[config.mk]
export PLATFORM = sky130hd
export DESIGN_NAME = entity_slot_arbiter
export DESIGN_NICKNAME = d
export VERILOG_FILES = /design/src/rtl/ppu_pkg.sv /design/src/rtl/rr_arbiter.sv /design/src/rtl/entity_slot_arbiter.sv
export SDC_FILE = /design/constraint.sdc
export NUM_CORES = 1
export LEC_CHECK = 0
export ABC_AREA = 1
export CAP_MARGIN = 20
export CORE_MARGIN = 2
export CORE_UTILIZATION = 40
export CTS_CLUSTER_SIZE = 20
export DETAILED_ROUTE_END_ITERATION = 10
export GPL_TIMING_DRIVEN = 1
export PLACE_DENSITY = 0.66
export SLEW_MARGIN = 10
export SYNTH_ARGS = -nofsm -noshare
export SYNTH_HDL_FRONTEND = slang
export SYNTH_SLANG_ARGS = --single-unit
[constraint.sdc]
create_clock -name clk -period 22.4 [get_ports clk]
set_input_delay 3.36 -clock clk [delete_from_list [all_inputs] [get_ports clk]]
set_output_delay 3.36 -clock clk [all_outputs]
set_load 0.005 [all_outputs]
[src/rtl/ppu_pkg.sv]
// Shared PPU-side constants and the entity slot arbiter state type.
package ppu_pkg;
   localparam int          ENTITY_W     = 18;
   localparam int          NUM_SLOTS    = 15;
   localparam int          VBLANK_LINE  = 480;
   localparam logic [17:0] BLANK_ENTITY = 18'h3F000;

   typedef enum logic {
      ACCEPT = 1'b0,
      COMMIT = 1'b1
   } state_t;
endpackage

[src/rtl/rr_arbiter.sv]
// Combinational round-robin picker: first asserted request at or above ptr, wrapping.
module rr_arbiter #(
   parameter int NUM_REQ = 4,
   parameter int PTR_W   = 2
) (
   input  logic [NUM_REQ-1:0] req,
   input  logic [PTR_W-1:0]   ptr,
   output logic [NUM_REQ-1:0] grant,
   output logic               valid
);
   logic [PTR_W:0] idx;

   always_comb begin
      grant = '0;
      valid = 1'b0;
      idx   = '0;
      for (int k = 0; k < NUM_REQ; k++) begin
         idx = {1'b0, ptr} + (PTR_W+1)'(k);
         if (idx >= (PTR_W+1)'(NUM_REQ)) idx = idx - (PTR_W+1)'(NUM_REQ);
         if (!valid && req[idx[PTR_W-1:0]]) begin
            grant[idx[PTR_W-1:0]] = 1'b1;
            valid                 = 1'b1;
         end
      end
   end
endmodule

[src/rtl/entity_slot_arbiter.sv]
// Arbitrates game-logic writes into a shadow entity table and copies it to the
// PPU-facing active table once per frame, on the first vblank line.
module entity_slot_arbiter #(
   parameter int NUM_REQ     = 4,
   parameter int ENTITY_W    = ppu_pkg::ENTITY_W,
   parameter int NUM_SLOTS   = ppu_pkg::NUM_SLOTS,
   parameter int VBLANK_LINE = ppu_pkg::VBLANK_LINE
) (
   input  logic                          clk,
   input  logic                          reset,
   input  logic [NUM_REQ-1:0]            req,
   input  logic [4*NUM_REQ-1:0]          slot_idx,
   input  logic [ENTITY_W*NUM_REQ-1:0]   wdata,
   input  logic [9:0]                    counter_V,
   output logic [NUM_REQ-1:0]            ack,
   output logic [NUM_REQ-1:0]            err,
   output logic                          frame_commit,
   output logic [ENTITY_W*NUM_SLOTS-1:0] entity_flat
);
   import ppu_pkg::*;

   localparam int PTR_W = (NUM_REQ > 1) ? $clog2(NUM_REQ) : 1;
   localparam logic [ENTITY_W-1:0] BLANK = ENTITY_W'(BLANK_ENTITY);

   state_t                state, state_next;
   logic [PTR_W-1:0]      rr_ptr;
   logic [9:0]            counter_v_p1;
   logic [ENTITY_W-1:0]   shadow [NUM_SLOTS];
   logic [ENTITY_W-1:0]   active [NUM_SLOTS];
   logic [NUM_REQ-1:0]    req_eff, grant;
   logic                  grant_vld, vblank_edge, take, win_invalid;
   logic [PTR_W-1:0]      win_idx, ptr_next;
   logic [3:0]            win_slot;
   logic [ENTITY_W-1:0]   win_data;

   assign vblank_edge = (counter_V == 10'(VBLANK_LINE)) && (counter_v_p1 != 10'(VBLANK_LINE));

   // A requester whose ack is showing this cycle is still holding its old
   // request; it only becomes a new request from the next cycle on.
   assign req_eff = req & ~ack;

   rr_arbiter #(
      .NUM_REQ (NUM_REQ),
      .PTR_W   (PTR_W)
   ) u_rr_arbiter (
      .req   (req_eff),
      .ptr   (rr_ptr),
      .grant (grant),
      .valid (grant_vld)
   );

   always_comb begin
      win_idx  = '0;
      win_slot = '0;
      win_data = '0;
      for (int i = 0; i < NUM_REQ; i++) begin
         if (grant[i]) begin
            win_idx  = PTR_W'(i);
            win_slot = slot_idx[i*4 +: 4];
            win_data = wdata[i*ENTITY_W +: ENTITY_W];
         end
      end
   end

   assign win_invalid = (int'(win_slot) >= NUM_SLOTS);
   assign take        = grant_vld && (state == ACCEPT) && !vblank_edge;
   assign ptr_next    = (int'(win_idx) == NUM_REQ - 1) ? '0 : win_idx + 1'b1;

   always_comb begin
      state_next = state;
      case (state)
         ACCEPT:  if (vblank_edge) state_next = COMMIT;
         COMMIT:  state_next = ACCEPT;
         default: state_next = ACCEPT;
      endcase
   end

   // Control stage: FSM, pointer, edge history and registered pulses.
   always_ff @(posedge clk or posedge reset) begin
      if (reset) begin
         state        <= ACCEPT;
         rr_ptr       <= '0;
         counter_v_p1 <= '0;
         ack          <= '0;
         err          <= '0;
         frame_commit <= 1'b0;
      end else begin
         state        <= state_next;
         counter_v_p1 <= counter_V;
         ack          <= take ? grant : '0;
         err          <= (take && win_invalid) ? grant : '0;
         frame_commit <= (state == COMMIT);
         if (take) rr_ptr <= ptr_next;
      end
   end

   // Table stage: shadow takes granted writes, active copies shadow on COMMIT.
   always_ff @(posedge clk or posedge reset) begin
      if (reset) begin
         for (int k = 0; k < NUM_SLOTS; k++) begin
            shadow[k] <= BLANK;
            active[k] <= BLANK;
         end
      end else begin
         if (take && !win_invalid) shadow[win_slot] <= win_data;
         if (state == COMMIT) begin
            for (int k = 0; k < NUM_SLOTS; k++) active[k] <= shadow[k];
         end
      end
   end

   for (genvar k = 0; k < NUM_SLOTS; k++) begin : g_flat
      assign entity_flat[k*ENTITY_W +: ENTITY_W] = active[k];
   end
endmodule

==> impl_summary.txt, run 1 <==
----------------------------------------------------
[Worst setup path]
  Endpoint type of the worst setup path ... flop
  Critical path class ... input pin to flop
  Worst reg2reg path depth ... 19
  Most common cell type on the critical path ... sky130_fd_sc_hd__nand2_1
  Data arrival at the endpoint of the critical path ... 7.72 ns
  Reg2reg end ... shadow[261]$_DFFE_PP0P_
  Worst endpoint required time ... 22.89 ns
  Setup slack of the most critical reg-to-reg path ... 17.41 ns
  Family with the most delay on the worst path ... simple AND/OR/NAND/NOR gates
  Max stage delay on crit path ... 0.72 ns
  Capturing instance or port of the critical path ... shadow[261]$_DFFE_PP0P_
  Master of the slowest instance on the critical path ... sky130_fd_sc_hd__nor2_4
  Startpoint Class ... input pin
  Cells traversed along the worst timing path ... clkdlybuf4s50_1, nand3_1, nand3_1, nand2_2, nand3_1, nor2_1, nor2_1, nand2_2, nor2_1, buf_4, nand2_1, nand3_2, nand3_2, nor2_4, buf_4, nand2_1, nand2_1, nand2_1
  Beginning of the critical path ... req[1]
  Number of cells on the critical path ... 18
  Worst-path fanout max ... 44
  Startpoint of the most critical register-to-register path ... rr_ptr[0]$_DFFE_PP0P_
  Total buffers and inverters traversed by the critical path ... 3

[Global route]
  Largest net degree at the start of global routing ... 195
  Vias in the first global route ... 18,900
  Overall Global Routing Usage ... 0.237
  First-pass GRT wire length ... 110,000 µm
  Leftover overflow at the end of global routing ... 0
  Number of antenna violations at the first check in global routing ... 1

[Pwr]
  LEAKAGE ... 14.6 nW
  Power Dens Cells ... 160 mW/mm²
  Part of the total power dissipated in the clock network ... 0.206
  Switching Power ... 0.00239 W
  Fraction of power spent switching nets ... 0.511
  Sequential share of power ... 0.296
  Internal portion of total power ... 0.00229 W
  Total power ... 0.00468 W
  Maximum resistive drop on vdd ... 260 µV
  Combinational cell fraction of total power ... 0.498

[CTS]
  Root buffer cell ... sky130_fd_sc_hd__clkbuf_16
  Clock sink total ... 562
  Post-cts resize count ... 0
  Number of buffers added by the clock tree synthesis step ... 57
  Insertion delay of the later-clocked pin in the worst-skew pair ... 0.62 ns
  TritonCTS clock tree ... built
  Hold bufs inserted after CTS ... 0
  Buffers from clock root to sink, at most ... 3
  H-tree levels ... 2
  Clock transition at the registers of the reported paths ... 0.06 ns
  Post-CTS setup repair buffer count ... 0

[Synth]
  Count of flip-flops with a built-in enable after synthesis ... 0
  Combinational family with the most area after synthesis ... simple AND/OR/NAND/NOR gates
  Per-instance average area after synthesis ... 8.83 µm²
  Count of yosys warnings during synthesis ... 0
  Biggest area contributors in the synthesized netlist ... sky130_fd_sc_hd__dfrtp_1 41%, sky130_fd_sc_hd__nand2_1 23%, sky130_fd_sc_hd__dfstp_2 20%
  Async SR Flop Fraction ... 1.00
  Net Count, Synth ... 2,736
  Cell with the most instances after synthesis ... sky130_fd_sc_hd__nand2_1
  Parity-gate share of the synthesized area counting xor and xnor cells ... 0
  Share of synthesized area occupied by flip-flops and latches ... 0.617
  Adder-cell area share of the yosys netlist ... 0.00432
  Primary flip-flop cell chosen by synthesis mapping ... sky130_fd_sc_hd__dfrtp_1
  Post-synth top area cell ... sky130_fd_sc_hd__dfrtp_1
  Synth top cells by count ... 1,416 x sky130_fd_sc_hd__nand2_1, 382 x sky130_fd_sc_hd__dfrtp_1, 262 x sky130_fd_sc_hd__nand3_1
  Simple-gate share of the synthesized area ... 0.308
  Fraction of synthesized cell area taken by the top area cell type ... 0.413
  Multiplexer fraction of the synthesized cell area ... 0
  Compound-Gate Fraction of Synth Area ... 0.0277
  Mapped cell area ... 0.0232 mm²
  Register bit total from synthesis ... 562
  Synthesized instance count ... 2,624
  Count of different cell masters after synthesis ... 33

[Layout]
  Number of standard cells in the final layout excluding fillers ... 3,732
  Final Core Density ... 0.510
  Share of layout cells above drive strength 1 ... 0.120
  Number of nets in the final layout ... 3,030
  Fillers ... 5,345
  Area growth, synth to finish ... 26.6%
  Number of antenna diodes ... 0

[STA]
  Minimum clock period after layout ... 7.23 ns
  Final number of setup-violating endpoints ... 0
  Worst-margin pin slew ... 1.17 ns
  Timing-limited maximum frequency ... 0.138 GHz
  Final number of hold-violating endpoints ... 0
  Setup TNS Final ... 0 ns
  Portion of the clock cycle consumed by the worst path in the final layout ... 0.323
  Setup repair after global routing missed its margin ... false
  Count of final max-slew check failures ... 0
  Minimum setup slack in the final design ... 15.17 ns
  Slew headroom ... 0.221
  Worst setup skew after layout ... 0.0199 ns

[Place]
  Post-DP HPWL ... 45,500 µm
  Routability cong. ... 0.929
  Number of buffers inserted by port buffering ... 382
  Setup WS pre-CTS ... 14.61 ns
  Inst Count DP ... 3,623

[Min path]
  Worst hold path type ... flop to flop

[Route]
  Via count ... 18,800
  Initial detailed-routing violation count ... 1,678
  Post-route DRC ... 0
  Antenna-violating nets left ... 0
  Vias/cell ... 5.04
  Final routed wire length divided by cell count ... 19.2 µm
  Total wire length ... 71,500 µm
  Count of TritonRoute iterations in the first routing pass ... 5

[Die]
  Core area ... 0.0575 mm²
  Die outline width ... 245 µm
  Number of core rows ... 88
  Die outline area ... 0.0599 mm²
  Starting density of the core ... 0.403
  Die height ... 245 µm
  Num ports ... 383

[Job]
  Max capacitance violation total ... 0

[Status]
  Result of the run ... finished, final reports clean

----------------------------------------------------
registers in the layout, indices dropped and copies added (netlist names):
signal,flops
rr_ptr,2
shadow,270
entity_flat,270
frame_commit,1
counter_v_p1,10
state,1
ack,4
err,4
layout by cell type (no fill, tap or decap), types with 15 or more instances in the layout:
cell type	synthesis	final
sky130_fd_sc_hd__a21oi_1	22	22
sky130_fd_sc_hd__a31oi_4	0	17
sky130_fd_sc_hd__clkbuf_1	66	16
sky130_fd_sc_hd__clkbuf_16	0	59
sky130_fd_sc_hd__clkbuf_8	0	15
sky130_fd_sc_hd__clkdlybuf4s50_1	0	382
sky130_fd_sc_hd__dfrtp_1	382	381
sky130_fd_sc_hd__dfstp_2	180	180
sky130_fd_sc_hd__inv_1	21	20
sky130_fd_sc_hd__nand2_1	1416	1416
sky130_fd_sc_hd__nand3_1	262	262
sky130_fd_sc_hd__nor2_1	44	43
sky130_fd_sc_hd__o21ai_0	54	54
how the worst min path moves through the flow:
| stage | start | end | slack [ns] | depth (start not counted) |
|---|---|---|---|---|
| after floorplan | state$_DFF_PP0_ | frame_commit$_DFF_PP0_ | 0.39 | 0 |
| after global placement | shadow[228]$_DFFE_PP1P_ | shadow[228]$_DFFE_PP1P_ | 0.45 | 2 |
| after detailed placement | shadow[71]$_DFFE_PP1P_ | entity_flat[215]$_DFFE_PP1P_ | 0.45 | 2 |
| after CTS | shadow[71]$_DFFE_PP1P_ | entity_flat[215]$_DFFE_PP1P_ | 0.46 | 2 |
| after global routing | shadow[121]$_DFFE_PP1P_ | shadow[121]$_DFFE_PP1P_ | 0.47 | 2 |
| final | shadow[71]$_DFFE_PP1P_ | entity_flat[215]$_DFFE_PP1P_ | 0.46 | 2 |
per-stage QoR:
stage	hold slack [ns]	instance area, µm²
final	0.461	29300
after global routing	0.473	29300
after CTS	0.463	29300
after detailed placement	0.453	27400
after global placement	0.450	27400
after floorplan	0.391	23200
final cells by class:
class / instances / area [µm²] / area share
well taps: 765 / 957 / 0.0326
repair buffers: 397 / 3980 / 0.136
flip-flops and latches: 562 / 14300 / 0.487
clock buffers: 90 / 1740 / 0.0594
multi-input cells: 1867 / 8040 / 0.274
clock inverters: 18 / 174 / 0.00593
inverters: 33 / 146 / 0.00499
cell families after synthesis:
| logic type | count (synthesis) |
|---|---|
| flops | 562 |
| compound gates | 99 |
| simple gates | 1760 |
| buf+inv | 195 |
| fa+ha+maj | 8 |
power groups by stage:
stage | Combinational [W] | Sequential [W] | Clock [W]
final | 0.00233 | 0.00139 | 0.000964
after global routing | 0.00250 | 0.00141 | 0.00103
after CTS | 0.00232 | 0.00138 | 0.000982
after detailed placement | 0.00231 | 0.00140 | 0
after global placement | 0.00226 | 0.00139 | 0
after floorplan | 0.00160 | 0.00136 | 0
metal layers:
layer,wire length [µm],track usage,share of wire,vias up
li1,-,-,-,8780
met1,29600,0.312,0.41,9206
met2,33900,0.384,0.47,690
met3,5290,0.0510,0.074,149
met4,2670,0.0906,0.037,0
met5,0,0,0,-
worst register-to-register path: stages, from the launching register on:
cell and delay [ns]:
sky130_fd_sc_hd__dfrtp_1 0.58, sky130_fd_sc_hd__inv_2 0.21, sky130_fd_sc_hd__ha_1 0.37, sky130_fd_sc_hd__inv_1 0.09
sky130_fd_sc_hd__nand3_1 0.09, sky130_fd_sc_hd__nand2_1 0.08, sky130_fd_sc_hd__nand3_1 0.15, sky130_fd_sc_hd__nor2_1 0.06
sky130_fd_sc_hd__nor2_1 0.12, sky130_fd_sc_hd__nand2_2 0.33, sky130_fd_sc_hd__nor2_1 0.21, sky130_fd_sc_hd__buf_4 0.25
sky130_fd_sc_hd__nand2_1 0.09, sky130_fd_sc_hd__nand3_2 0.09, sky130_fd_sc_hd__nand3_2 0.12, sky130_fd_sc_hd__nor2_4 0.72
sky130_fd_sc_hd__buf_4 0.56, sky130_fd_sc_hd__nand2_1 0.50, sky130_fd_sc_hd__nand2_1 0.20, sky130_fd_sc_hd__nand2_1 0.08
Power figures use the tool's default switching activity.
==> run 2: changes to the inputs <==
--- a/config.mk
+++ b/config.mk
@@ -12,7 +12,7 @@
 export CTS_CLUSTER_SIZE = 20
 export DETAILED_ROUTE_END_ITERATION = 10
 export GPL_TIMING_DRIVEN = 1
-export PLACE_DENSITY = 0.66
+export PLACE_DENSITY = 0.68
 export SLEW_MARGIN = 10
 export SYNTH_ARGS = -nofsm -noshare
 export SYNTH_HDL_FRONTEND = slang
==> constraint.sdc (replaced) <==
create_clock -name clk -period 6.4 [get_ports clk]
set_input_delay 0.96 -clock clk [delete_from_list [all_inputs] [get_ports clk]]
set_output_delay 0.96 -clock clk [all_outputs]
set_load 0.005 [all_outputs]
==> impl_summary.txt, run 2 (synthesis results as in run 1) <==
----------------------------------------------------
[STA]
  Final number of setup-violating endpoints ... 0
  Portion of the clock cycle consumed by the worst path in the final layout ... 0.765
  Minimum clock period after layout ... 4.90 ns
  Worst setup skew after layout ... 0.0211 ns
  Slew headroom ... 0.241
  Count of final max-slew check failures ... 0
  Worst-margin pin slew ... 1.14 ns
  Minimum setup slack in the final design ... 1.50 ns
  Setup repair after global routing missed its margin ... false
  Final number of hold-violating endpoints ... 0
  Timing-limited maximum frequency ... 0.204 GHz

[Die]
  Number of core rows ... 88
  Die outline area ... 0.0599 mm²
  Core area ... 0.0575 mm²
  Starting density of the core ... 0.403
  Die height ... 245 µm
  Die outline width ... 245 µm
  Num ports ... 383

[Global route]
  First-pass GRT wire length ... 110,000 µm
  Vias in the first global route ... 18,900
  Leftover overflow at the end of global routing ... 0
  Number of antenna violations at the first check in global routing ... 0
  Overall Global Routing Usage ... 0.236
  Largest net degree at the start of global routing ... 179

[Worst setup path]
  Endpoint type of the worst setup path ... flop
  Critical path class ... flop to flop
  Data arrival at the endpoint of the critical path ... 5.41 ns
  Worst-path fanout max ... 57
  Worst endpoint required time ... 6.91 ns
  Startpoint Class ... flop

[Layout]
  Number of standard cells in the final layout excluding fillers ... 3,740
  Share of layout cells above drive strength 1 ... 0.122
  Most frequent cells in the layout ... 1,416 x sky130_fd_sc_hd__nand2_1, 382 x sky130_fd_sc_hd__clkdlybuf4s50_1, 381 x sky130_fd_sc_hd__dfrtp_1, 262 x sky130_fd_sc_hd__nand3_1, 180 x sky130_fd_sc_hd__dfstp_2
  Number of antenna diodes ... 0
  Most common library cell in the layout ignoring fill and taps ... sky130_fd_sc_hd__nand2_1
  Fillers ... 5,297
  Area growth, synth to finish ... 26.9%
  Number of nets in the final layout ... 3,038
  Sequential cell area in the final layout ... 0.0143 mm²
  Multi-input combinational cell area ... 0.00805 mm²

[Route]
  Antenna-violating nets left ... 0
  Count of TritonRoute iterations in the first routing pass ... 6
  Vias/cell ... 5.07
  Via count ... 19,000
  Total wire length ... 71,200 µm
  Post-route DRC ... 0
  Initial detailed-routing violation count ... 1,712
  Final routed wire length divided by cell count ... 19.0 µm

[Place]
  Setup WS pre-CTS ... 1.06 ns
  Number of buffers inserted by port buffering ... 382
  Routability cong. ... 0.875
  Inst Count DP ... 3,631
  Post-DP HPWL ... 46,100 µm

[Pwr]
  Power Dens Cells ... 563 mW/mm²
  LEAKAGE ... 14.6 nW
  Maximum resistive drop on vdd ... 764 µV

[CTS]
  Hold bufs inserted after CTS ... 0
  Root buffer cell ... sky130_fd_sc_hd__clkbuf_16
  Insertion delay of the later-clocked pin in the worst-skew pair ... 0.62 ns
  Clock sink total ... 562
  Post-cts resize count ... 0
  Number of buffers added by the clock tree synthesis step ... 58
  Post-CTS setup repair buffer count ... 0
  H-tree levels ... 2
  TritonCTS clock tree ... built
  Clock transition at the registers of the reported paths ... 0.06 ns
  Buffers from clock root to sink, at most ... 3

[Min path]
  Worst hold path type ... flop to flop

[Job]
  Max capacitance violation total ... 0

[Status]
  Result of the run ... finished, final reports clean

----------------------------------------------------
[run 2: cell count changes in the layout (fill, tap and decap cells not counted), sizes merged]
cell and change:
clkinv -2, bufinv +1, inv +2, buf +7
clkbuf -2, clkinvlp +2
[run 2: per-layer routing]
| metal | wire length [µm] | GRT usage |
|---|---|---|
| met5 | 0 | 0 |
| met4 | 2430 | 0.0838 |
| met3 | 5040 | 0.0477 |
| met2 | 33000 | 0.377 |
| met1 | 30800 | 0.320 |
[run 2: worst paths after layout]
check	from	end	slack, ns	cells after the start
worst min register to register	shadow[251]$_DFFE_PP1P_	shadow[251]$_DFFE_PP1P_	0.46	2
worst min-delay path	shadow[251]$_DFFE_PP1P_	shadow[251]$_DFFE_PP1P_	0.46	2
worst max register to register	rr_ptr[0]$_DFFE_PP0P_	shadow[186]$_DFFE_PP0P_	1.50	18
worst max-delay path	rr_ptr[0]$_DFFE_PP0P_	shadow[186]$_DFFE_PP0P_	1.50	18
max in group asynchronous	reset	shadow[239]$_DFFE_PP0P_	4.08	3
min in group asynchronous	reset	shadow[134]$_DFFE_PP0P_	0.92	2
[run 2: where the power goes]
part / leakage [nW] / switching, W / internal [W] / total (W)
clock: 0.945 / 0.00143 / 0.00199 / 0.00342
sequential: 7.00 / 0.000395 / 0.00444 / 0.00484
combinational: 6.66 / 0.00661 / 0.00169 / 0.00830
[run 2: critical path: stages (launching register included)]
cell and delay, ns:
sky130_fd_sc_hd__dfrtp_1 0.57, sky130_fd_sc_hd__inv_2 0.19, sky130_fd_sc_hd__ha_1 0.36, sky130_fd_sc_hd__inv_1 0.12
sky130_fd_sc_hd__nand3_1 0.09, sky130_fd_sc_hd__nand2_1 0.10, sky130_fd_sc_hd__nand3_1 0.16, sky130_fd_sc_hd__nor2_1 0.12
sky130_fd_sc_hd__nor2_1 0.05, sky130_fd_sc_hd__nand2_1 0.63, sky130_fd_sc_hd__nand3_1 0.15, sky130_fd_sc_hd__nand2_1 0.14
sky130_fd_sc_hd__nand2_1 0.06, sky130_fd_sc_hd__nand2_1 0.14, sky130_fd_sc_hd__nand2_1 0.57, sky130_fd_sc_hd__inv_4 0.70
sky130_fd_sc_hd__nand2_2 0.38, sky130_fd_sc_hd__nand2_1 0.18, sky130_fd_sc_hd__nand2_1 0.06
[run 2: final cells by class]
cell class	instances	share of cell area
Clock buffer	88	0.0576
Clock inverter	21	0.00813
Inverter	33	0.00485
Multi-Input combinational cell	1867	0.274
Sequential cell	562	0.486
Tap cell	765	0.0325
Timing Repair Buffer	404	0.137
[run 2: per-stage QoR]
stage | utilization | power [W] | hold slack, ns | instance area (µm²) | TNS (ns)
3_5_place_dp | 0.478 | 0.0131 | 0.453 | 27500 | 0
2_1_floorplan | - | 0.0104 | 0.391 | 23200 | -788.73
5_1_grt | 0.512 | 0.0175 | 0.472 | 29400 | 0
4_1_cts | 0.512 | 0.0166 | 0.462 | 29400 | 0
3_3_place_gp | 0.478 | 0.0130 | 0.450 | 27500 | 0
6_report | 0.512 | 0.0166 | 0.462 | 29400 | 0
